==> src/rtl/vga_timing_gen.sv <==
// ---------------------------------------------------------------------------
// vga_timing_gen
//   Source end of the VGA pipeline bus. Free-running horizontal/vertical
//   counters with blanking and sync decode for 1024x768@60 Hz (65 MHz pixel
//   clock), packed onto the VGA bus that feeds every downstream draw stage.
//
//   Optional feature (compile-time macro VGA_TEST_PATTERN_EN):
//     defined   -> rgb carries 8 vertical colour bars of width H_ACTIVE/8,
//                  forced to black during blanking
//     undefined -> rgb is constant 12'h000 and no pattern logic exists
//
// Ports
//   clk          pixel clock
//   rst          asynchronous reset, active low (asserted at 0)
//   en           count enable; every bus field holds while low
//   vga_out      packed bus {vcount[11:0], hcount[11:0], vs, vblnk, hs,
//                hblnk, rgb[11:0]} (VGA_BUS_SIZE = 40 bits)
//   frame_start  one-cycle pulse in the cycle the counters become (0,0)
// ---------------------------------------------------------------------------

`ifndef VGA_BUS_SIZE
`define VGA_BUS_SIZE 40
`endif

`ifndef VGA_MERGE
`define VGA_MERGE(vc, hc, vsy, vbl, hsy, hbl, col) {vc, hc, vsy, vbl, hsy, hbl, col}
`endif

module vga_timing_gen #(
  parameter int H_ACTIVE = 1024,
  parameter int H_FP     = 24,
  parameter int H_SYNC   = 136,
  parameter int H_BP     = 160,
  parameter int V_ACTIVE = 768,
  parameter int V_FP     = 3,
  parameter int V_SYNC   = 6,
  parameter int V_BP     = 29,
  parameter bit SYNC_POL = 1'b0
) (
  input  logic                     clk,
  input  logic                     rst,
  input  logic                     en,
  output logic [`VGA_BUS_SIZE-1:0] vga_out,
  output logic                     frame_start
);

  localparam int HT = H_ACTIVE + H_FP + H_SYNC + H_BP;
  localparam int VT = V_ACTIVE + V_FP + V_SYNC + V_BP;

  // Sync windows, inclusive bounds
  localparam int HS_FIRST = H_ACTIVE + H_FP;
  localparam int HS_LAST  = H_ACTIVE + H_FP + H_SYNC - 1;
  localparam int VS_FIRST = V_ACTIVE + V_FP;
  localparam int VS_LAST  = V_ACTIVE + V_FP + V_SYNC - 1;

  logic [11:0] hcount_reg, hcount_next;
  logic [11:0] vcount_reg, vcount_next;
  logic        hblnk_reg, hblnk_next;
  logic        vblnk_reg, vblnk_next;
  logic        hs_reg, hs_next;
  logic        vs_reg, vs_next;
  logic        frame_start_reg, frame_start_next;
  logic [11:0] rgb;

  // Next-state counters. With en low the next state equals the current
  // state, so every decoded flag below re-evaluates to its held value.
  always_comb begin
    hcount_next = hcount_reg;
    vcount_next = vcount_reg;
    if (en) begin
      if (hcount_reg == 12'(HT - 1)) begin
        hcount_next = 12'd0;
        if (vcount_reg == 12'(VT - 1)) begin
          vcount_next = 12'd0;
        end else begin
          vcount_next = vcount_reg + 12'd1;
        end
      end else begin
        hcount_next = hcount_reg + 12'd1;
      end
    end
  end

  // Flags decode the next-state counts so that, once registered, they line
  // up with the counts of the same pixel.
  always_comb begin
    hblnk_next = (hcount_next >= 12'(H_ACTIVE));
    vblnk_next = (vcount_next >= 12'(V_ACTIVE));
    hs_next    = ((hcount_next >= 12'(HS_FIRST)) && (hcount_next <= 12'(HS_LAST)))
                 ? SYNC_POL : ~SYNC_POL;
    vs_next    = ((vcount_next >= 12'(VS_FIRST)) && (vcount_next <= 12'(VS_LAST)))
                 ? SYNC_POL : ~SYNC_POL;
    // Only the true end-of-frame wrap produces the pulse; a hold never does.
    frame_start_next = en && (hcount_reg == 12'(HT - 1)) && (vcount_reg == 12'(VT - 1));
  end

  always_ff @(posedge clk or negedge rst) begin
    if (!rst) begin
      hcount_reg      <= 12'd0;
      vcount_reg      <= 12'd0;
      hblnk_reg       <= 1'b0;
      vblnk_reg       <= 1'b0;
      hs_reg          <= ~SYNC_POL;
      vs_reg          <= ~SYNC_POL;
      frame_start_reg <= 1'b0;
    end else begin
      hcount_reg      <= hcount_next;
      vcount_reg      <= vcount_next;
      hblnk_reg       <= hblnk_next;
      vblnk_reg       <= vblnk_next;
      hs_reg          <= hs_next;
      vs_reg          <= vs_next;
      frame_start_reg <= frame_start_next;
    end
  end

`ifdef VGA_TEST_PATTERN_EN
  logic [11:0] rgb_reg, rgb_next;

  // Bar index is hcount[9:7]: eight bars of 128 pixels across 1024.
  always_comb begin
    rgb_next = 12'h000;
    if (!hblnk_next && !vblnk_next) begin
      case (hcount_next[9:7])
        3'd0:    rgb_next = 12'hFFF;
        3'd1:    rgb_next = 12'hFF0;
        3'd2:    rgb_next = 12'h0FF;
        3'd3:    rgb_next = 12'h0F0;
        3'd4:    rgb_next = 12'hF0F;
        3'd5:    rgb_next = 12'hF00;
        3'd6:    rgb_next = 12'h00F;
        default: rgb_next = 12'h000;
      endcase
    end
  end

  always_ff @(posedge clk or negedge rst) begin
    if (!rst) begin
      rgb_reg <= 12'h000;
    end else begin
      rgb_reg <= rgb_next;
    end
  end

  assign rgb = rgb_reg;
`else
  assign rgb = 12'h000;
`endif

  assign vga_out     = `VGA_MERGE(vcount_reg, hcount_reg, vs_reg, vblnk_reg,
                                  hs_reg, hblnk_reg, rgb);
  assign frame_start = frame_start_reg;

endmodule

==> config.mk <==
export PLATFORM = sky130hd
export DESIGN_NAME = vga_timing_gen
export DESIGN_NICKNAME = d
export VERILOG_FILES = /design/src/rtl/vga_timing_gen.sv
export SDC_FILE = /design/constraint.sdc
export NUM_CORES = 1
export LEC_CHECK = 0
export BUFFER_PORTS_ARGS = -buffer_cell sky130_fd_sc_hd__buf_2
export CAP_MARGIN = 25
export CORE_MARGIN = 2
export CORE_UTILIZATION = 47
export DETAILED_ROUTE_END_ITERATION = 10
export PLACE_DENSITY = 0.81
export SLEW_MARGIN = 20
export SYNTH_ARGS = -nofsm -noshare
export SYNTH_HDL_FRONTEND = slang
export SYNTH_SLANG_ARGS = --single-unit
==> constraint.sdc <==
create_clock -name clk -period 2.9 [get_ports clk]
set_clock_uncertainty 0.1 [all_clocks]
set_input_delay 0.29 -clock clk [delete_from_list [all_inputs] [get_ports clk]]
set_output_delay 0.29 -clock clk [all_outputs]
set_load 0.1 [all_outputs]
==> results of run 1 <==
-- worst max-delay path: stages (launching register included) --
cell and delay, ns:
dfrtp_4 0.48, or4b_4 0.51, or4_4 0.52, nor3_4 0.15, mux2_4 0.32, or4_4 0.40
a2111o_1 0.36
-- placed cells by master, fill, tap and decap left out, drive strengths merged, types with 2 or more instances in the layout --
cell and count:
o21ai 7, nand4 8, ha 3, or4 3, mux2 2, nor3 5, buf 41, and4 3
clkbuf 8, or2 4, mux2i 2, or4b 2, dfstp 2, nor2 12, nor4 4, nand2 5
and2 6, xnor2 11, conb 12, a21o 2, inv 7, xor2 2, a21oi 4, dfrtp 27
nand3 10
-- logic make-up after synthesis --
group	count (synthesis)	synth area share
other cells	1	0.002233
xor+xnor	13	0.06781
compound gates	20	0.08272
flops	29	0.4337
simple gates	68	0.2608
buf+inv	27	0.1051
mux	4	0.02533
fa+ha+maj	3	0.02236
-- power groups by stage --
stage | sequential [mW] | clock (mW) | combinational (mW)
after floorplan | 0.865 | 0 | 0.222
after global placement | 0.529 | 0 | 0.642
after detailed placement | 0.533 | 0 | 0.644
after CTS | 0.525 | 0.233 | 0.647
after global routing | 0.535 | 0.248 | 0.678
final | 0.527 | 0.221 | 0.648
-- path summary, 6_finish.rpt --
check | start | depth (start not counted) | to
max | hcount_reg[6] | 6 | vs_reg
min | en | 3 | hcount_reg[0]
max reg2reg | hcount_reg[6] | 6 | vs_reg
min reg2reg | vcount_reg[11] | 1 | vcount_reg[11]
max in group asynchronous | rst | 2 | hcount_reg[6]
min in group asynchronous | rst | 2 | hcount_reg[4]
-- stage by stage --
| step | instances | total power [mW] | hold WS, ns | setup WS (ns) |
|---|---|---|---|---|
| 2_1_floorplan | 176 | 1.087 | -0.1056 | -0.2535 |
| 3_3_place_gp | 243 | 1.171 | 0.2375 | 0.01926 |
| 3_5_place_dp | 243 | 1.177 | 0.2468 | -0.008062 |
| 4_1_cts | 252 | 1.405 | 0.1935 | -0.005136 |
| 5_1_grt | 252 | 1.461 | 0.2395 | -0.09587 |
| 6_report | 252 | 1.395 | 0.2271 | -0.01909 |
-- routing by layer --
metal | vias to the layer above | wire length, microns | global-route usage
met2 | 39 | 1729 | 0.3132
met5 | - | 0 | 0
met1 | 663 | 1582 | 0.2526
met3 | 5 | 139 | 0.03169
met4 | 0 | 68 | 0.09783
li1 | 647 | - | -
-- layout make-up --
type | count | area (sq um)
inverter | 7 | 26.28
multi-input combinational | 120 | 862.1
sequential | 29 | 747.0
tap | 46 | 57.56
fill | 309 | 1404
timing repair buffer | 42 | 244.0
clock buffer | 8 | 48.80
-- what timing repair did --
item,CTS,global route
pin swaps,0,1
buffers inserted,0,0
hold buffers,1,0
endpoints found under the setup margin,2,2
hold endpoints to repair,27,0
resized for setup,2,5
gates cloned,0,0
==> qor.csv, run 1 <==
stage,metric,value,unit
sta,slew-limit-headroom,0.5806,
placed_design,gp_routability_congestion,0.8171,
layout,finish.net_count,211,
global_route,grt_pass1_vias,1273,
clock_tree,clock_tree.root_cell,clkbuf_4,
die,core-area,3390,sq um
clock_tree,numClockSinks,29,
clock_tree,cts_htree_levels,2,
power,power.ir.vdd_worst,674.0,uV
power,comb_power_share,0.464,
status,outcome,"finished, violations left",
routing,drt_iter0_drc,53,
logic_synthesis,synth.ff_latch_count,29,
die,initial_utilization,0.4954,
clock_tree,clk_pin_slew,0.08,ns
critical_path,critical_path_class,reg2reg,
placed_design,numPortBuffers,31,
placed_design,detailed_place_hpwl,2.697,mm
sta,timing_worst_slew_pin_value,0.6291,ns
routing,drt-total-wl,3.518,mm
die,io_pins,44,
logic_synthesis,seq_area_frac_synth,0.4337,
critical_path,critical_path.max_fanout,4,
routing,vias_per_cell,5.373,
power,p_per_area,702.8,nW/um^2
routing,dr_drc_count,0,
die,die_width,63.77,microns
die,fp.dieArea,4067,sq um
logic_synthesis,synth.largest_area_cell,dfrtp_1,
global_route,grtUsageTotal,0.1941,
power,sw_frac_of_total,0.5174,
status,failing_checks,setup timing,
logic_synthesis,synthTopCellsByArea,"dfrtp_1 (40%), buf_4 (7.2%), xnor2_1 (5.7%), dfstp_2 (3.1%), nand3_1 (3.0%)",
logic_synthesis,post_synth_inst_count,165,
critical_path,worstSetupEndpointType,register,
layout,antennaDiodeCount,0,
critical_path,crit_path_start_kind,register,
routing,routed-via-count,1354,
layout,finalCoreUtilization,0.5858,
power,internal_power,0.6735,mW
layout,fin_area,1986,sq um
logic_synthesis,synth_top_area_frac,0.4024,
power,static-leakage-power,0.9595,nW
layout,final_layout_size_suffix_gt1_frac,0.3932,
logic_synthesis,synth_enable_flop_cells,0,
global_route,grt_antenna_before_repair,0,
routing,drt-pass1-iter-count,4,
global_route,grt_start_max_net_pins,30,
logic_synthesis,ys_types,47,
critical_path,cp.required,3.05,ns
sta,max_freq,342.6,MHz
routing,antenna_violating_nets_post_route,0,
sta,final.setup.worst_slack,-0.01909,ns
sta,sum_neg_setup_slack,-0.01909,ns
logic_synthesis,yosys_warnings,0,
logic_synthesis,ys_async_sr_fraction,1.000,
die,fp.dieH,63.77,microns
sta,final_worst_path_period_share,1.007,
sta,setup_viol,1,
placed_design,placed_cell_area,1886,sq um
routing,post_drt_wl_per_cell,13.96,microns
sta,finalHoldViolCount,0,
critical_path,arrival,3.07,ns
power,power.switching,0.7220,mW
sta,layout_min_cycle_time,2.919,ns
run,drv.max_cap_violation_count,0,
clock_tree,clock_latency,0.33,ns
logic_synthesis,ys_top_cells_by_count,"dfrtp_1 (27), buf_4 (16), nor2_1 (12), xnor2_1 (11), nand3_1 (10)",
power,power.share.sequential,0.378,
power,power.clock.fraction,0.158,
critical_path,r2r_setup_slack,-0.02,ns
clock_tree,cts_made_buffers,5,
die,std_cell_rows,21,
logic_synthesis,netlist_area,1679,sq um
sta,report.final.slew_viol_count,0,
logic_synthesis,synth_area_per_inst,10.18,sq um
min_path,holdCritPathClass,in2reg,
logic_synthesis,yosys.cell_count.top_type,dfrtp_1,
global_route,grt_overflow_total,0,
layout,flow.area_growth_from_synthesis,18.26,%
clock_tree,cts_tree,yes,
clock_tree,clock_tree.buffer_depth,2,
sta,grt_setup_unrepaired,yes,
logic_synthesis,synth_top_flop_cell,dfrtp_1,
global_route,grt_pass1_wl,6.044,mm
Power figures use the tool's default switching activity.
==> inputs of run 2 (changes only) <==
--- a/config.mk
+++ b/config.mk
@@ -5,10 +5,11 @@
 export SDC_FILE = /design/constraint.sdc
 export NUM_CORES = 1
 export LEC_CHECK = 0
+export ABC_AREA = 1
 export BUFFER_PORTS_ARGS = -buffer_cell sky130_fd_sc_hd__buf_2
 export CAP_MARGIN = 25
 export CORE_MARGIN = 2
-export CORE_UTILIZATION = 47
+export CORE_UTILIZATION = 48
 export DETAILED_ROUTE_END_ITERATION = 10
 export PLACE_DENSITY = 0.81
 export SLEW_MARGIN = 20
==> run 2 against run 1 <==
  * The flow now finishes without violations
  * Wire length grew 5.7%
  * Clock power grew 44%
  * Cell count grew 34%
  * Clock-buffer cell count shrank 2
  * Power grew 5.0%
  * Sequential cell count is the same
  * Area after synthesis grew 10%
  * Sequential share of layout area shrank 2.3 points
  * Setup slack gained 0.85 ns
  * Non-clock buffer count shrank 10
  * Die area grew 7.3%
  * Critical path type unchanged
==> qor.csv, run 2 <==
stage,metric,value,unit,change
sta,timing_worst_slew_pin_value,0.6249,ns,was 0.6291 ns
logic_synthesis,ys_async_sr_fraction,1.000,,unchanged
layout,flow.area_growth_from_synthesis,11.57,%,was 18.26%
logic_synthesis,synth_area_per_inst,7.224,sq um,was 10.18 sq um
clock_tree,cts_made_buffers,5,,unchanged
layout,antennaDiodeCount,0,,unchanged
routing,post_drt_wl_per_cell,11.03,microns,was 13.96 microns
critical_path,crit_path_start_kind,register,,unchanged
logic_synthesis,synth_simple_gate_area_frac,0.3572,,was 0.2608
die,fp.dieH,66.07,microns,was 63.77 microns
critical_path,cp.required,3.00,ns,was 3.05 ns
routing,routed-via-count,1578,,"was 1,354"
critical_path,worstSetupEndpointType,register,,unchanged
clock_tree,clock_tree.buffer_depth,2,,unchanged
logic_synthesis,synth_enable_flop_cells,0,,unchanged
clock_tree,cts-resized-gates,0,,was 2
placed_design,placed_cell_area,1971,sq um,was 1886 sq um
sta,max_freq,483.1,MHz,was 342.6 MHz
sta,setup_viol,0,,was 1
logic_synthesis,yosys_warnings,0,,unchanged
critical_path,crit_start,hcount_reg[0],,was hcount_reg[6]
sta,final_worst_path_period_share,0.7137,,was 1.007
power,internal_power,0.7131,mW,was 0.6735 mW
logic_synthesis,seq_area_frac_synth,0.3938,,was 0.4337
clock_tree,clock_tree.root_cell,clkbuf_8,,was clkbuf_4
clock_tree,cts_tree,yes,,unchanged
clock_tree,clk_pin_slew,0.07,ns,was 0.08 ns
power,power.share.sequential,0.352,,was 0.378
logic_synthesis,synthTopCellsByArea,"dfrtp_1 (37%), nand2_1 (13%), inv_1 (8.7%), nor2_1 (6.9%), buf_4 (6.5%)",,"was dfrtp_1 (40%), buf_4 (7.2%), xnor2_1 (5.7%), dfstp_2 (3.1%), nand3_1 (3.0%)"
global_route,grt_antenna_before_repair,0,,unchanged
die,die_width,66.07,microns,was 63.77 microns
power,p_per_area,710.4,nW/um^2,was 702.8 nW/um^2
layout,final_layout_size_suffix_gt1_frac,0.1938,,was 0.3932
power,power.clock.fraction,0.217,,was 0.158
logic_synthesis,synth_top_area_frac,0.3654,,was 0.4024
routing,vias_per_cell,4.682,,was 5.373
critical_path,critical_path.max_fanout,16,,was 4
logic_synthesis,synth.largest_area_cell,dfrtp_1,,unchanged
power,static-leakage-power,1.129,nW,was 0.9595 nW
power,power.switching,0.7525,mW,was 0.7220 mW
routing,antenna_violating_nets_post_route,0,,unchanged
critical_path,arrival,2.17,ns,was 3.07 ns
sta,slew-limit-headroom,0.5834,,was 0.5806
clock_tree,postCtsSetupRepairBufs,0,,unchanged
logic_synthesis,synth_top_family_by_area,simple AND/OR/NAND/NOR gates,,unchanged
power,power.ir.vdd_worst,333.2,uV,was 674.0 uV
layout,most-common-layout-cells,"nand2_1 (65), inv_1 (43), nor2_1 (34), buf_2 (31), dfrtp_1 (27)",,"was buf_2 (31), dfrtp_1 (14), nor2_1 (12), conb_1 (12), dfrtp_2 (12)"
routing,dr_drc_count,0,,unchanged
layout,fin_area,2063,sq um,was 1986 sq um
layout,layout.cells.most_common,nand2_1,,was buf_2
layout,multi_input_area,862.1,sq um,unchanged
layout,layout.area.seq,728.2,sq um,was 747.0 sq um
sta,sum_neg_setup_slack,0,ns,was -0.01909 ns
logic_synthesis,ys_types,24,,was 47
min_path,hp-start,en,,unchanged
clock_tree,post_cts_hold_buffer_count,1,,unchanged
layout,finalCoreUtilization,0.5594,,was 0.5858
die,std_cell_rows,22,,was 21
critical_path,critical_path_class,reg2reg,,unchanged
placed_design,detailed_place_hpwl,2.881,mm,was 2.697 mm
logic_synthesis,post_synth_inst_count,256,,was 165
layout,fillers,343,,was 309
logic_synthesis,synth.area.mux_share,0,,was 0.02534
clock_tree,numClockSinks,29,,unchanged
clock_tree,clock_latency,0.29,ns,was 0.33 ns
global_route,grtUsageTotal,0.1944,,was 0.1941
global_route,grt_pass1_vias,1510,,"was 1,273"
power,comb_power_share,0.430,,was 0.464
die,core-area,3689,sq um,was 3390 sq um
sta,finalHoldViolCount,0,,unchanged
global_route,grt_pass1_wl,6.423,mm,was 6.044 mm
logic_synthesis,synthXorXnorAreaFrac,0.04263,,was 0.06781
logic_synthesis,synth.ff_latch_count,29,,unchanged
logic_synthesis,netlist_area,1849,sq um,was 1679 sq um
layout,finish.net_count,294,,was 211
logic_synthesis,synth_compound_gate_area_share,0.02165,,was 0.08271
die,initial_utilization,0.5014,,was 0.4954
sta,layout_min_cycle_time,2.070,ns,was 2.919 ns
status,outcome,"finished, final reports clean",,"was finished, violations left"
logic_synthesis,synthAdderAreaFrac,0.02030,,was 0.02235
power,sw_frac_of_total,0.5134,,was 0.5174
die,fp.dieArea,4365,sq um,was 4067 sq um
logic_synthesis,synth_top_flop_cell,dfrtp_1,,unchanged
placed_design,gp_routability_congestion,0.8656,,was 0.8171
routing,drt-total-wl,3.718,mm,was 3.518 mm
routing,drt_iter0_drc,73,,was 53
clock_tree,cts_htree_levels,2,,unchanged
die,io_pins,44,,unchanged
logic_synthesis,yosys.cell_count.top_type,nand2_1,,was dfrtp_1
sta,grt_setup_unrepaired,no,,was yes
routing,drt-pass1-iter-count,4,,unchanged
min_path,holdCritPathClass,in2reg,,unchanged
global_route,grt_overflow_total,0,,unchanged
logic_synthesis,ys_top_cells_by_count,"nand2_1 (65), inv_1 (43), nor2_1 (34), dfrtp_1 (27), nand3_1 (21)",,"was dfrtp_1 (27), buf_4 (16), nor2_1 (12), xnor2_1 (11), nand3_1 (10)"
placed_design,numPortBuffers,31,,unchanged
critical_path,r2r-start,hcount_reg[0],,was hcount_reg[6]
global_route,grt_start_max_net_pins,30,,unchanged
sta,report.final.slew_viol_count,0,,unchanged
run,drv.max_cap_violation_count,0,,unchanged
## run 2: changes by cell type in the layout (fill, tap and decap cells not counted), moves of 7 or more
cell,delta
nor2_1,+22
nand3_1,+11
buf_4,-9
inv_1,+36
dfrtp_1,+13
dfrtp_2,-12
nand2_1,+60
xnor2_1,-7
## run 2: worst paths after layout
kind                             endpoint  slack (ns)  cells after the start
min                         hcount_reg[1]        0.32                      3
max                                vs_reg        0.83                     10
max in group asynchronous   vcount_reg[8]        1.83                      2
max reg2reg                        vs_reg        0.83                     10
min reg2reg                hcount_reg[11]        0.43                      1
min in group asynchronous   hcount_reg[7]        0.44                      2
## run 2: metrics by stage
step | setup WS (ns) | total power, mW | cells | hold WS, ns
after floorplan | 0.4359 | 1.071 | 267 | -0.1056
after global placement | 0.9923 | 1.149 | 328 | 0.2445
after detailed placement | 0.8710 | 1.156 | 328 | 0.2531
after CTS | 0.8455 | 1.482 | 337 | 0.3142
after global routing | 0.5648 | 1.542 | 337 | 0.3418
final | 0.8301 | 1.466 | 337 | 0.3234
## run 2: cell type report
type,instances,share of cell area
clock buffer,6,0.03517
clock inverter,2,0.004851
inverter,44,0.08005
multi-input combinational,176,0.4178
sequential,29,0.3529
tap,48,0.02911
timing repair buffer,32,0.08005
## run 2: metal layers
metal / vias to the layer above / wire, microns / GRT usage
met5: - / 0 / 0
met3: 8 / 182 / 0.05281
li1: 815 / - / -
met4: 0 / 72 / 0.06888
met1: 712 / 1767 / 0.2576
met2: 43 / 1696 / 0.3056
## run 2: cells by family after synthesis
family,Yosys count
AO/OA/AOI/OAI,8
XOR/XNOR,9
adder cells (fa/ha/maj),3
buffers and inverters,62
flip-flops,29
other,1
AND/OR/NAND/NOR,144
## run 2: power groups by stage
stage	logic [mW]	registers, mW	clock network [mW]
after floorplan	0.216	0.854	0
after CTS	0.633	0.517	0.332
after global routing	0.662	0.527	0.353
final	0.631	0.516	0.318
after detailed placement	0.631	0.524	0
after global placement	0.628	0.521	0
## run 2: critical path, stage by stage, from the launching register on
cell and delay (ns):
dfrtp_1 0.41, ha_1 0.21, nand2_1 0.07, nor2_2 0.12, nand3_2 0.10, nor2_4 0.34, nand2_1 0.20, nand3_1 0.14
inv_1 0.06, a21oi_1 0.14, nand3_1 0.08
==> inputs of run 3 (changes only) <==
==> constraint.sdc (replaced) <==
create_clock -name clk -period 1.8 [get_ports clk]
set_clock_uncertainty 0.1 [all_clocks]
set_input_delay 0.18 -clock clk [delete_from_list [all_inputs] [get_ports clk]]
set_output_delay 0.18 -clock clk [all_outputs]
set_load 0.1 [all_outputs]
==> run 3 against run 2 <==
  * The flow now finishes with violations (setup timing)
  * Non-clock buffer count up 21
  * Critical endpoint unchanged
  * Via count up 8.6%
  * Register-to-register slack worse by 0.84 ns
  * Sequential cell count unchanged
  * Critical path depth up 5
  * Cell count up 6.2%
  * Setup slack worse by 0.84 ns
  * Sequential power up 67%
==> qor.csv, run 3 (synthesis gave the netlist of run 2 again) <==
stage,metric,value,unit,change
die,initial_utilization,0.5014,,unchanged
power,power.ir.vdd_worst,501.4,uV,was 333.2 uV
layout,fin_area,2474,sq um,was 2063 sq um
routing,drt_iter0_drc,67,,was 73
routing,drt-pass1-iter-count,4,,unchanged
layout,layout.cells.most_common,nand2_1,,unchanged
sta,grt_setup_unrepaired,yes,,was no
layout,finalCoreUtilization,0.6706,,was 0.5594
clock_tree,clk_pin_slew,0.06,ns,was 0.07 ns
routing,dr_drc_count,0,,unchanged
placed_design,gp_routability_congestion,0.8383,,was 0.8656
die,fp.dieH,66.07,microns,unchanged
sta,slew-limit-headroom,0.5622,,was 0.5834
clock_tree,numClockSinks,29,,unchanged
global_route,grt_pass1_vias,1631,,"was 1,510"
critical_path,worst_r2r_path_depth,15,,was 10
power,power,2.548,mW,was 1.466 mW
critical_path,r2r_setup_slack,-0.01,ns,was 0.83 ns
die,fp.dieArea,4365,sq um,unchanged
status,failing_checks,setup timing,,
clock_tree,cts_tree,yes,,unchanged
critical_path,critical_path_s_most_frequent_cell,nand2_1,,
critical_path,worstSetupEndpointType,register,,unchanged
sta,finalHoldViolCount,0,,unchanged
clock_tree,clock_tree.root_cell,clkbuf_8,,unchanged
critical_path,critical_path.max_fanout,4,,was 16
layout,stdcell_count,358,,was 337
critical_path,cp.required,1.91,ns,was 3.00 ns
global_route,grt_start_max_net_pins,30,,unchanged
run,drv.max_cap_violation_count,0,,unchanged
routing,drt-total-wl,4.374,mm,was 3.718 mm
clock_tree,cts_made_buffers,5,,unchanged
critical_path,crit_start,vcount_reg[1],,was hcount_reg[0]
sta,setup_viol,1,,was 0
sta,final.setup.worst_slack,-0.01444,ns,was 0.8301 ns
sta,timing_worst_slew_pin_value,0.6567,ns,was 0.6249 ns
clock_tree,clock_latency,0.28,ns,was 0.29 ns
min_path,holdCritPathClass,in2reg,,unchanged
placed_design,pre_cts_ws,-0.1756,ns,was 0.8710 ns
placed_design,placed_cell_area,2133,sq um,was 1971 sq um
sta,sum_neg_setup_slack,-0.01444,ns,was 0 ns
placed_design,place.detailed.instances,340,,was 328
critical_path,rr_endpoint,vs_reg,,unchanged
global_route,grt_overflow_total,0,,unchanged
layout,flow.area_growth_from_synthesis,33.76,%,was 11.57%
power,static-leakage-power,1.241,nW,was 1.129 nW
die,io_pins,44,,unchanged
global_route,grt_antenna_before_repair,0,,unchanged
die,core-area,3689,sq um,unchanged
global_route,grt_pass1_wl,7.155,mm,was 6.423 mm
critical_path,timing.critical_path.cells,"buf_12, ha_4, nand2_4, nor2_4, nand2_2, nor2_4, nand2_1, nand2_1, nand2_1, nand2_2, nand2_1, inv_1, nand2_1, nor2_1, nand3_1",,"was ha_1, nand2_1, nor2_2, nand3_2, nor2_4, nand2_1, nand3_1, inv_1, a21oi_1, nand3_1"
sta,report.final.slew_viol_count,0,,unchanged
clock_tree,clock_tree.buffer_depth,2,,unchanged
routing,antenna_violating_nets_post_route,0,,unchanged
status,outcome,"finished, violations left",,"was finished, final reports clean"
critical_path,worstSetupEndpoint,vs_reg,,unchanged
layout,finish.net_count,315,,was 294
sta,layout_min_cycle_time,1.814,ns,was 2.070 ns
critical_path,slowest_stage,dfrtp_4,,was dfrtp_1
routing,vias_per_cell,4.788,,was 4.682
layout,antennaDiodeCount,0,,unchanged
sta,max_freq,551.1,MHz,was 483.1 MHz
layout,most-common-layout-cells,"nand2_1 (55), inv_1 (42), buf_2 (31), nor2_1 (22), dfrtp_2 (18)",,"was nand2_1 (65), inv_1 (43), nor2_1 (34), buf_2 (31), dfrtp_1 (27)"
die,die_width,66.07,microns,unchanged
die,std_cell_rows,22,,unchanged
critical_path,r2r-start,vcount_reg[1],,was hcount_reg[0]
routing,routed-via-count,1714,,"was 1,578"
critical_path,critical_path_class,reg2reg,,unchanged
layout,final_layout_size_suffix_gt1_frac,0.4129,,was 0.1938
global_route,grtUsageTotal,0.2217,,was 0.1944
clock_tree,cts_htree_levels,2,,unchanged
critical_path,critical-path-max-stage-delay,0.44,ns,was 0.41 ns
sta,timing.hold.ws,0.1722,ns,was 0.3234 ns
power,p_per_area,1030,nW/um^2,was 710.4 nW/um^2
placed_design,detailed_place_hpwl,3.075,mm,was 2.881 mm
sta,final_worst_path_period_share,1.008,,was 0.7137
routing,post_drt_wl_per_cell,12.22,microns,was 11.03 microns
critical_path,crit_path_start_kind,register,,unchanged
placed_design,numPortBuffers,31,,unchanged
critical_path,arrival,1.92,ns,was 2.17 ns
[run 3: changes by cell type in the layout (fill, tap and decap cells not counted), sizes merged]
cell,change
buf,+21
clkbuf,+2
clkinv,-2
[run 3: cell type report]
cell class | count | area (sq um)
clock buffer | 8 | 80.08
fill | 320 | 1215
inverter | 44 | 165.2
multi-input combinational | 176 | 1040
sequential | 29 | 765.7
tap | 48 | 60.06
timing repair buffer | 53 | 362.8
[run 3: per-layer routing]
metal  global-route usage  share of wire
met1               0.2574           0.41
met2               0.3775           0.51
met3              0.06814          0.054
met4              0.09439          0.024
met5                    0              0
[run 3: report_power, final]
group / internal [mW] / switching (mW) / total [mW] / leakage (nW)
clock: 0.274 / 0.233 / 0.507 / 0.0395
sequential: 0.754 / 0.110 / 0.864 / 0.301
combinational: 0.244 / 0.933 / 1.18 / 0.901
total: 1.27 / 1.28 / 2.55 / 1.24
[run 3: repair_timing]
item | 4_1_cts | 5_1_grt
pin swaps | 13 | 10
gates cloned | 0 | 0
hold endpoints to repair | 27 | 0
resized for setup | 24 | 17
setup endpoints to repair | 3 | 7
hold buffers | 1 | 0
buffers inserted | 7 | 2
[run 3: worst min-delay path by stage]
stage / start / endpoint / cells after the start
floorplan: rst / frame_start / 0
global placement: rst / vcount_reg[0] / 1
detailed placement: rst / vcount_reg[1] / 1
CTS: en / hcount_reg[1] / 4
global route: en / hcount_reg[1] / 4
finish: en / hcount_reg[1] / 4
[run 3: critical path: cells and delay by family, from the launching register on]
family | cells | cell delay [ns]
flip-flops | 1 | 0.44
adder cells (fa/ha/maj) | 1 | 0.15
AND/OR/NAND/NOR | 12 | 0.90
buffers and inverters | 2 | 0.15
